===== src/rtl/msaw_demod.sv =====
`default_nettype none
// +--------------------------------------------------------------------------+
// | Module   : msaw_demod                                                     |
// | Purpose  : Recovers the 8-bit modulation word M from a modulated          |
// |            sawtooth (MSAW) sample stream. The peak of each period is      |
// |            tracked, then a 20-step sequential restoring divider computes  |
// |            M = ceil(peak*128/AMP) once per period.                        |
// | Revision : 1.0  initial release                                           |
// +--------------------------------------------------------------------------+
// | Parameters                                                               |
// |   NP   generator period minus 1 (one period = NP+1 ce samples)           |
// |   AMP  unmodulated sawtooth peak, 128 < AMP <= 4095                       |
// | Ports                                                                    |
// |   clk      in   1   system clock                                         |
// |   rst_n    in   1   asynchronous active-low reset                        |
// |   ce       in   1   sample strobe for MSAW / CO_MSAW                     |
// |   MSAW     in  12   modulated sawtooth sample                             |
// |   CO_MSAW  in   1   period marker, high on the last (peak) sample         |
// |   M_est    out  8   recovered modulation word, held between updates       |
// |   M_valid  out  1   one-clock pulse when M_est / PER_ERR update           |
// |   PER_ERR  out  1   reported period length differed from NP+1             |
// |   OVR      out  1   sticky: period end seen while divider busy            |
// |   busy     out  1   divider running                                       |
// | Build option                                                             |
// |   MSAW_DEMOD_AUTOSYNC_EN : derive the period boundary from a falling     |
// |   MSAW sample instead of CO_MSAW (CO_MSAW is then ignored). A constant   |
// |   zero input never produces a boundary, so M=0 is never reported.        |
// +--------------------------------------------------------------------------+
module msaw_demod #(
  parameter int NP  = 100,
  parameter int AMP = 4000
) (
  input  logic        clk,
  input  logic        rst_n,
  input  logic        ce,
  input  logic [11:0] MSAW,
  input  logic        CO_MSAW,
  output logic [7:0]  M_est,
  output logic        M_valid,
  output logic        PER_ERR,
  output logic        OVR,
  output logic        busy
);

  localparam logic [11:0] C_AMP   = 12'(AMP);
  localparam logic [19:0] C_BIAS  = 20'(AMP - 1);  // turns floor into ceil
  localparam logic [8:0]  C_PER   = 9'(NP + 1);
  localparam logic [4:0]  C_LAST  = 5'd19;         // index of final divider step

  typedef enum logic [1:0] {
    S_SYNC = 2'd0,
    S_ACQ  = 2'd1,
    S_DIV  = 2'd2
  } state_t;

  state_t      state_q, state_d;
  logic [11:0] peak_q, peak_d;
  logic [7:0]  cnt_q, cnt_d;
  logic [7:0]  cnt_end_q, cnt_end_d;
  logic [11:0] rem_q, rem_d;
  logic [19:0] dvd_q, dvd_d;
  logic [18:0] quo_q, quo_d;
  logic [4:0]  iter_q, iter_d;
  logic [7:0]  m_est_q, m_est_d;
  logic        m_valid_q, m_valid_d;
  logic        per_err_q, per_err_d;
  logic        ovr_q, ovr_d;

  // Period-boundary dependent terms
  logic        per_end;       // this ce sample closes a period
  logic [11:0] pk;            // peak of the period being closed
  logic [7:0]  cnt_close;     // sample count of the period being closed
  logic [11:0] peak_restart;  // peak value the next period starts from
  logic [7:0]  cnt_restart;   // sample count the next period starts from

  logic [11:0] peak_max;
  logic [7:0]  cnt_inc;

  assign peak_max = (MSAW > peak_q) ? MSAW : peak_q;
  assign cnt_inc  = (cnt_q == 8'hFF) ? 8'hFF : cnt_q + 8'd1;

`ifdef MSAW_DEMOD_AUTOSYNC_EN
  logic [11:0] prev_q, prev_d;
  logic        co_msaw_unused;

  assign co_msaw_unused = CO_MSAW;
  // The falling sample is the first sample of the new period, so it is
  // excluded from the closing peak and seeds the next one.
  assign per_end      = ce && (MSAW < prev_q);
  assign pk           = peak_q;
  assign cnt_close    = cnt_q;
  assign peak_restart = MSAW;
  assign cnt_restart  = 8'd1;
  assign prev_d       = ce ? MSAW : prev_q;

  always_ff @(posedge clk or negedge rst_n) begin
    if (!rst_n) begin
      prev_q <= 12'd0;
    end else begin
      prev_q <= prev_d;
    end
  end
`else
  // The marked sample is the last (peak) sample of the closing period.
  assign per_end      = ce && CO_MSAW;
  assign pk           = peak_max;
  assign cnt_close    = cnt_inc;
  assign peak_restart = 12'd0;
  assign cnt_restart  = 8'd0;
`endif

  // One restoring-division step: shift the next dividend bit into the
  // partial remainder and subtract the divisor when it fits.
  logic [12:0] div_trial;
  logic        div_ge;
  logic [11:0] div_diff;
  logic [19:0] quo_next;

  assign div_trial = {rem_q, dvd_q[19]};
  assign div_ge    = (div_trial >= {1'b0, C_AMP});
  // Remainder after subtraction is below AMP, so 12 bits hold it exactly.
  assign div_diff  = div_trial[11:0] - C_AMP;
  assign quo_next  = {quo_q, div_ge};

  always_comb begin
    state_d   = state_q;
    peak_d    = peak_q;
    cnt_d     = cnt_q;
    cnt_end_d = cnt_end_q;
    rem_d     = rem_q;
    dvd_d     = dvd_q;
    quo_d     = quo_q;
    iter_d    = iter_q;
    m_est_d   = m_est_q;
    m_valid_d = 1'b0;
    per_err_d = per_err_q;
    ovr_d     = ovr_q;

    // Sample accumulation runs in ACQ and DIV so the next period is measured
    // while the divider works on the previous one.
    if (state_q != S_SYNC && ce && !per_end) begin
      peak_d = peak_max;
      cnt_d  = cnt_inc;
    end
    if (per_end) begin
      peak_d = peak_restart;
      cnt_d  = cnt_restart;
    end

    case (state_q)
      S_SYNC: begin
        // Partial first period is discarded.
        if (per_end) begin
          state_d = S_ACQ;
        end
      end

      S_ACQ: begin
        if (per_end) begin
          dvd_d     = {1'b0, pk, 7'd0} + C_BIAS;
          rem_d     = 12'd0;
          quo_d     = 19'd0;
          iter_d    = 5'd0;
          cnt_end_d = cnt_close;
          state_d   = S_DIV;
        end
      end

      S_DIV: begin
        rem_d = div_ge ? div_diff : div_trial[11:0];
        dvd_d = {dvd_q[18:0], 1'b0};
        quo_d = quo_next[18:0];
        // A period closing now cannot be launched; it is dropped.
        if (per_end) begin
          ovr_d = 1'b1;
        end
        if (iter_q == C_LAST) begin
          m_est_d   = (quo_next[19:8] != 12'd0) ? 8'hFF : quo_next[7:0];
          per_err_d = ({1'b0, cnt_end_q} != C_PER);
          m_valid_d = 1'b1;
          state_d   = S_ACQ;
        end else begin
          iter_d = iter_q + 5'd1;
        end
      end

      default: begin
        state_d = S_SYNC;
      end
    endcase
  end

  always_ff @(posedge clk or negedge rst_n) begin
    if (!rst_n) begin
      state_q   <= S_SYNC;
      peak_q    <= 12'd0;
      cnt_q     <= 8'd0;
      cnt_end_q <= 8'd0;
      rem_q     <= 12'd0;
      dvd_q     <= 20'd0;
      quo_q     <= 19'd0;
      iter_q    <= 5'd0;
      m_est_q   <= 8'd0;
      m_valid_q <= 1'b0;
      per_err_q <= 1'b0;
      ovr_q     <= 1'b0;
    end else begin
      state_q   <= state_d;
      peak_q    <= peak_d;
      cnt_q     <= cnt_d;
      cnt_end_q <= cnt_end_d;
      rem_q     <= rem_d;
      dvd_q     <= dvd_d;
      quo_q     <= quo_d;
      iter_q    <= iter_d;
      m_est_q   <= m_est_d;
      m_valid_q <= m_valid_d;
      per_err_q <= per_err_d;
      ovr_q     <= ovr_d;
    end
  end

  assign M_est   = m_est_q;
  assign M_valid = m_valid_q;
  assign PER_ERR = per_err_q;
  assign OVR     = ovr_q;
  assign busy    = (state_q == S_DIV);

endmodule
`default_nettype wire

===== config.mk =====
export PLATFORM = sky130hd
export DESIGN_NAME = msaw_demod
export DESIGN_NICKNAME = d
export VERILOG_FILES = /design/src/rtl/msaw_demod.sv
export SDC_FILE = /design/constraint.sdc
export NUM_CORES = 1
export LEC_CHECK = 0
export CAP_MARGIN = 20
export CORE_MARGIN = 8
export CORE_UTILIZATION = 60
export CTS_CLUSTER_SIZE = 14
export DETAILED_ROUTE_END_ITERATION = 10
export GPL_ROUTABILITY_DRIVEN = 0
export GPL_TIMING_DRIVEN = 0
export HOLD_SLACK_MARGIN = 0.03
export PLACE_DENSITY_LB_ADDON = 0.15
export SYNTH_ARGS = -nofsm -noshare
export SYNTH_HDL_FRONTEND = slang
export SYNTH_SLANG_ARGS = --single-unit

===== constraint.sdc =====
create_clock -name clk -period 7.4 [get_ports clk]
set_clock_uncertainty 0.1 [all_clocks]
set_input_delay 0.74 -clock clk [delete_from_list [all_inputs] [get_ports clk]]
set_output_delay 0.74 -clock clk [all_outputs]
set_load 0.02 [all_outputs]

==> metrics <==
critical path class in2reg; syn avg cell area 9.471 sq um; RR Startpoint peak_q[10]$_DFFE_PN0P_; post-route setup TNS 0 ps; die height 106.6 um; sequential power share 43.9%; hold crit path type in2async; cell area after layout roughly 5600 sq um; share of total power in the clock network between 15 and 20%; sequential cell area 2427 sq um; postcts setup bufs 0; Slowest Stage Delay on Critical Path 510 ps; first-pass GRT wire length 18.06 mm; NetSw 779.5 uW; Fillers just over 600; CTS tree built; FF-to-FF setup slack slightly below 4000 ps; DRT iter0 DRCs 171; die width 106.6 um; vias in the first global route 3836; Hold Vio Cnt, Final 0; Final nets 591; Slew headroom 38.52%; Max clock buf depth 2; Synth-to-Final Area Change 12.75%; #FFs+latches synth slightly below 100; die area ~11000 sq um; Fmax 254.6 MHz; IO Pins 28; CTS Hold Buffers Added 0; Area after DPL 5351 sq um; peak supply drop 0.1584 mV; CTS resizes 0; Clk pin slew, worst setup/hold paths 100 ps; Worst EP arrival 4060 ps; Clock Latency Late Sink 370 ps; Pre-Repair DR Iteration Count 5; starting density of the core 60.85%; CTS H-tree depth 3; Pwr Density 359.9 nW/um^2; Top FF cell, synth dfrtp_1; Synth cell types 53; pins over their slew limit 0; outcome complete, no violations; worst r2r path cells 15; CP Buf/Inv Count 2; number of synthesized flops with an enable pin 0; transition time of the tightest slew-check pin 920.2 ps; via count 3950; Startpoint Class primary input; Post-Route WL 10.58 mm; P_int between 1000 and 1500 uW; Synth Instances 520; RSZ-0062 raised after global routing false; sequential area share after synthesis 49.29%; critical path's slowest cell clkdlybuf4s50_1; ratio of cells with drive above 1 in the final layout 5.851%; clock root buffer clkbuf_8; worst-path cell chain clkdlybuf4s50_1 > ha_1 > nand2_1 > o21ai_0 > mux2i_1 > a21oi_2 > buf_2 > nor2_1 > a21oi_1 > ha_1 > nand2_1 > and3_1 > nand3_1 > o41a_1 > o22ai_1; Max Cap Viol 0; total track usage 19.42%; # diodes 0; Core Area 8093 sq um; syn nets 552; Via density between 5 and 6; I/O Buffers 27; DRC viols 0; footprint of the multi-input gates ~2300 sq um; initial antenna violation count 0; number of cell rows 33; min Tclk post-route 3927 ps; Worst Setup End Kind flop; YS warnings 0; combinational share of power around two fifths; DRT antenna net count 0; clk sinks a little under 100; leakage 0.002544 uW; Sw Ratio 39.01%; critical path required time ~7500 ps; Post-Syn Area 4925 sq um; cell family with most CP delay compound AO/OA/AOI/OAI gates; Final setup viols 0; Crit Path Max Fanout 10; Wirelength per Cell 15.82 um; HPWL after detailed placement 7.794 mm; largest net degree at the start of global routing 56; Congestion Overflow GR 0; FF-to-FF End dvd_q[19]$_DFFE_PN0P_; fin crit share 53.07%; Num CTS Buffers 9; Post-synth ARST share between 90% and 100%
-- final cells by class --
class / count / share of cell area [%]
flip-flops and latches: 97 / 43.71
multi-input cells: 378 / 41.82
repair buffers: 28 / 5.318
clock buffers: 11 / 2.546
well taps: 105 / 2.366
plain buffers: 26 / 1.870
inverters: 19 / 1.284
clock inverters: 5 / 1.082
-- cell usage after synthesis, drive strengths merged (3+ instances only) --
master	n	area [sq um]
inv	19	71.32
xor2	11	96.34
o31ai	3	22.52
a21oi	25	128.9
a21o	3	22.52
ha	16	200.2
mux2i	8	80.08
xnor2	18	157.7
and3	12	75.07
a31oi	8	65.06
nor2	34	137.6
nor4	4	25.02
a22oi	3	22.52
nor3	5	25.02
nand2	85	319.1
nand2b	3	18.77
a22o	16	140.1
nand3	43	215.2
o22ai	3	18.77
o21ai	35	182.7
buf	7	32.53
clkbuf	19	71.32
o22a	8	70.07
dfrtp	97	2427
nand4	9	56.30
-- worst register-to-register path, stage by stage (launching register included) --
cell and delay [ps]:
dfrtp_1 440, inv_1 90, ha_1 300, nand2_1 50, o21ai_0 320, mux2i_1 150, a21oi_2 390, buf_2 320
nor2_1 60, a21oi_1 130, ha_1 280, nand2_1 170, and3_1 220, nand3_1 90, o41a_1 190, o22ai_1 80
-- worst max path at each step --
stage,start,end,slack (ps),cells after the start
after floorplan,MSAW[1],dvd_q[19]$_DFFE_PN0P_,4290,14
after global placement,rst_n,peak_q[8]$_DFFE_PN0P_,2010,1
after detailed placement,MSAW[10],dvd_q[19]$_DFFE_PN0P_,3170,15
after CTS,MSAW[10],dvd_q[19]$_DFFE_PN0P_,3510,15
after global routing,MSAW[10],dvd_q[19]$_DFFE_PN0P_,3230,15
final,MSAW[10],dvd_q[19]$_DFFE_PN0P_,3470,15
-- power by group through the flow --
stage / Clock, uW / Sequential (uW) / Combinational [uW]
CTS: 359 / 875 / 765
global route: 385 / 904 / 857
finish: 360 / 877 / 761
global placement: 0 / 876 / 733
detailed placement: 0 / 885 / 761
floorplan: 0 / 872 / 537
-- routing by layer --
layer / track usage (%) / part of all wire, % / vias to the layer above
li1: - / - / 1910
met1: 25.03 / 45 / 1927
met2: 32.50 / 50 / 99
met3: 3.599 / 4.0 / 14
met4: 6.030 / 1.4 / 0
met5: 0 / 0 / -
-- sequential cells by signal, indices dropped and copies added, names as in the netlist --
| register | cells |
|---|---|
| M_est | 8 |
| M_valid | 1 |
| OVR | 1 |
| PER_ERR | 1 |
| cnt_end_q | 8 |
| cnt_q | 8 |
| dvd_q | 20 |
| iter_q | 5 |
| peak_q | 12 |
| quo_q | 19 |
| rem_q | 12 |
| state_q | 2 |
-- cell usage in the layout (no fill, tap or decap), types with 4 or more instances in the layout --
cell type and count:
a31oi_1 7, o22a_1 8, a22o_1 16, nand4_1 9, clkbuf_1 20, nor2_1 32
clkbuf_8 10, nand3_1 43, nor4_1 4, mux2i_1 8, o21ai_0 31, nand2_1 85
inv_1 19, ha_1 16, clkdlybuf4s50_1 26, nor3_1 5, and3_1 12, xnor2_1 18
xor2_1 11, a21oi_1 24, buf_2 5, dfrtp_1 97
-- through the flow --
stage               worst slack, ps  cells  util [%]  power [uW]  hold slack, ps
finish                         3473    669     68.61        1998           258.3
detailed placement             3166    653     66.13        1646           363.3
global placement               2008    652     65.82        1609           360.6
floorplan                      4290    520         -        1409           338.4
CTS                            3506    669     68.61        1999           276.2
global route                   3228    669     68.61        2146           295.9
-- logic make-up after synthesis --
family                   after synthesis  synth area share, %
adder cells (fa/ha/maj)               16                4.065
AO/OA/AOI/OAI                        115                16.01
AND/OR/NAND/NOR                      210                20.30
flip-flops                            97                49.29
multiplexers                           8                1.626
XOR/XNOR                              29                5.157
buffers and inverters                 45                3.557
(Power assumes the default switching activity.)
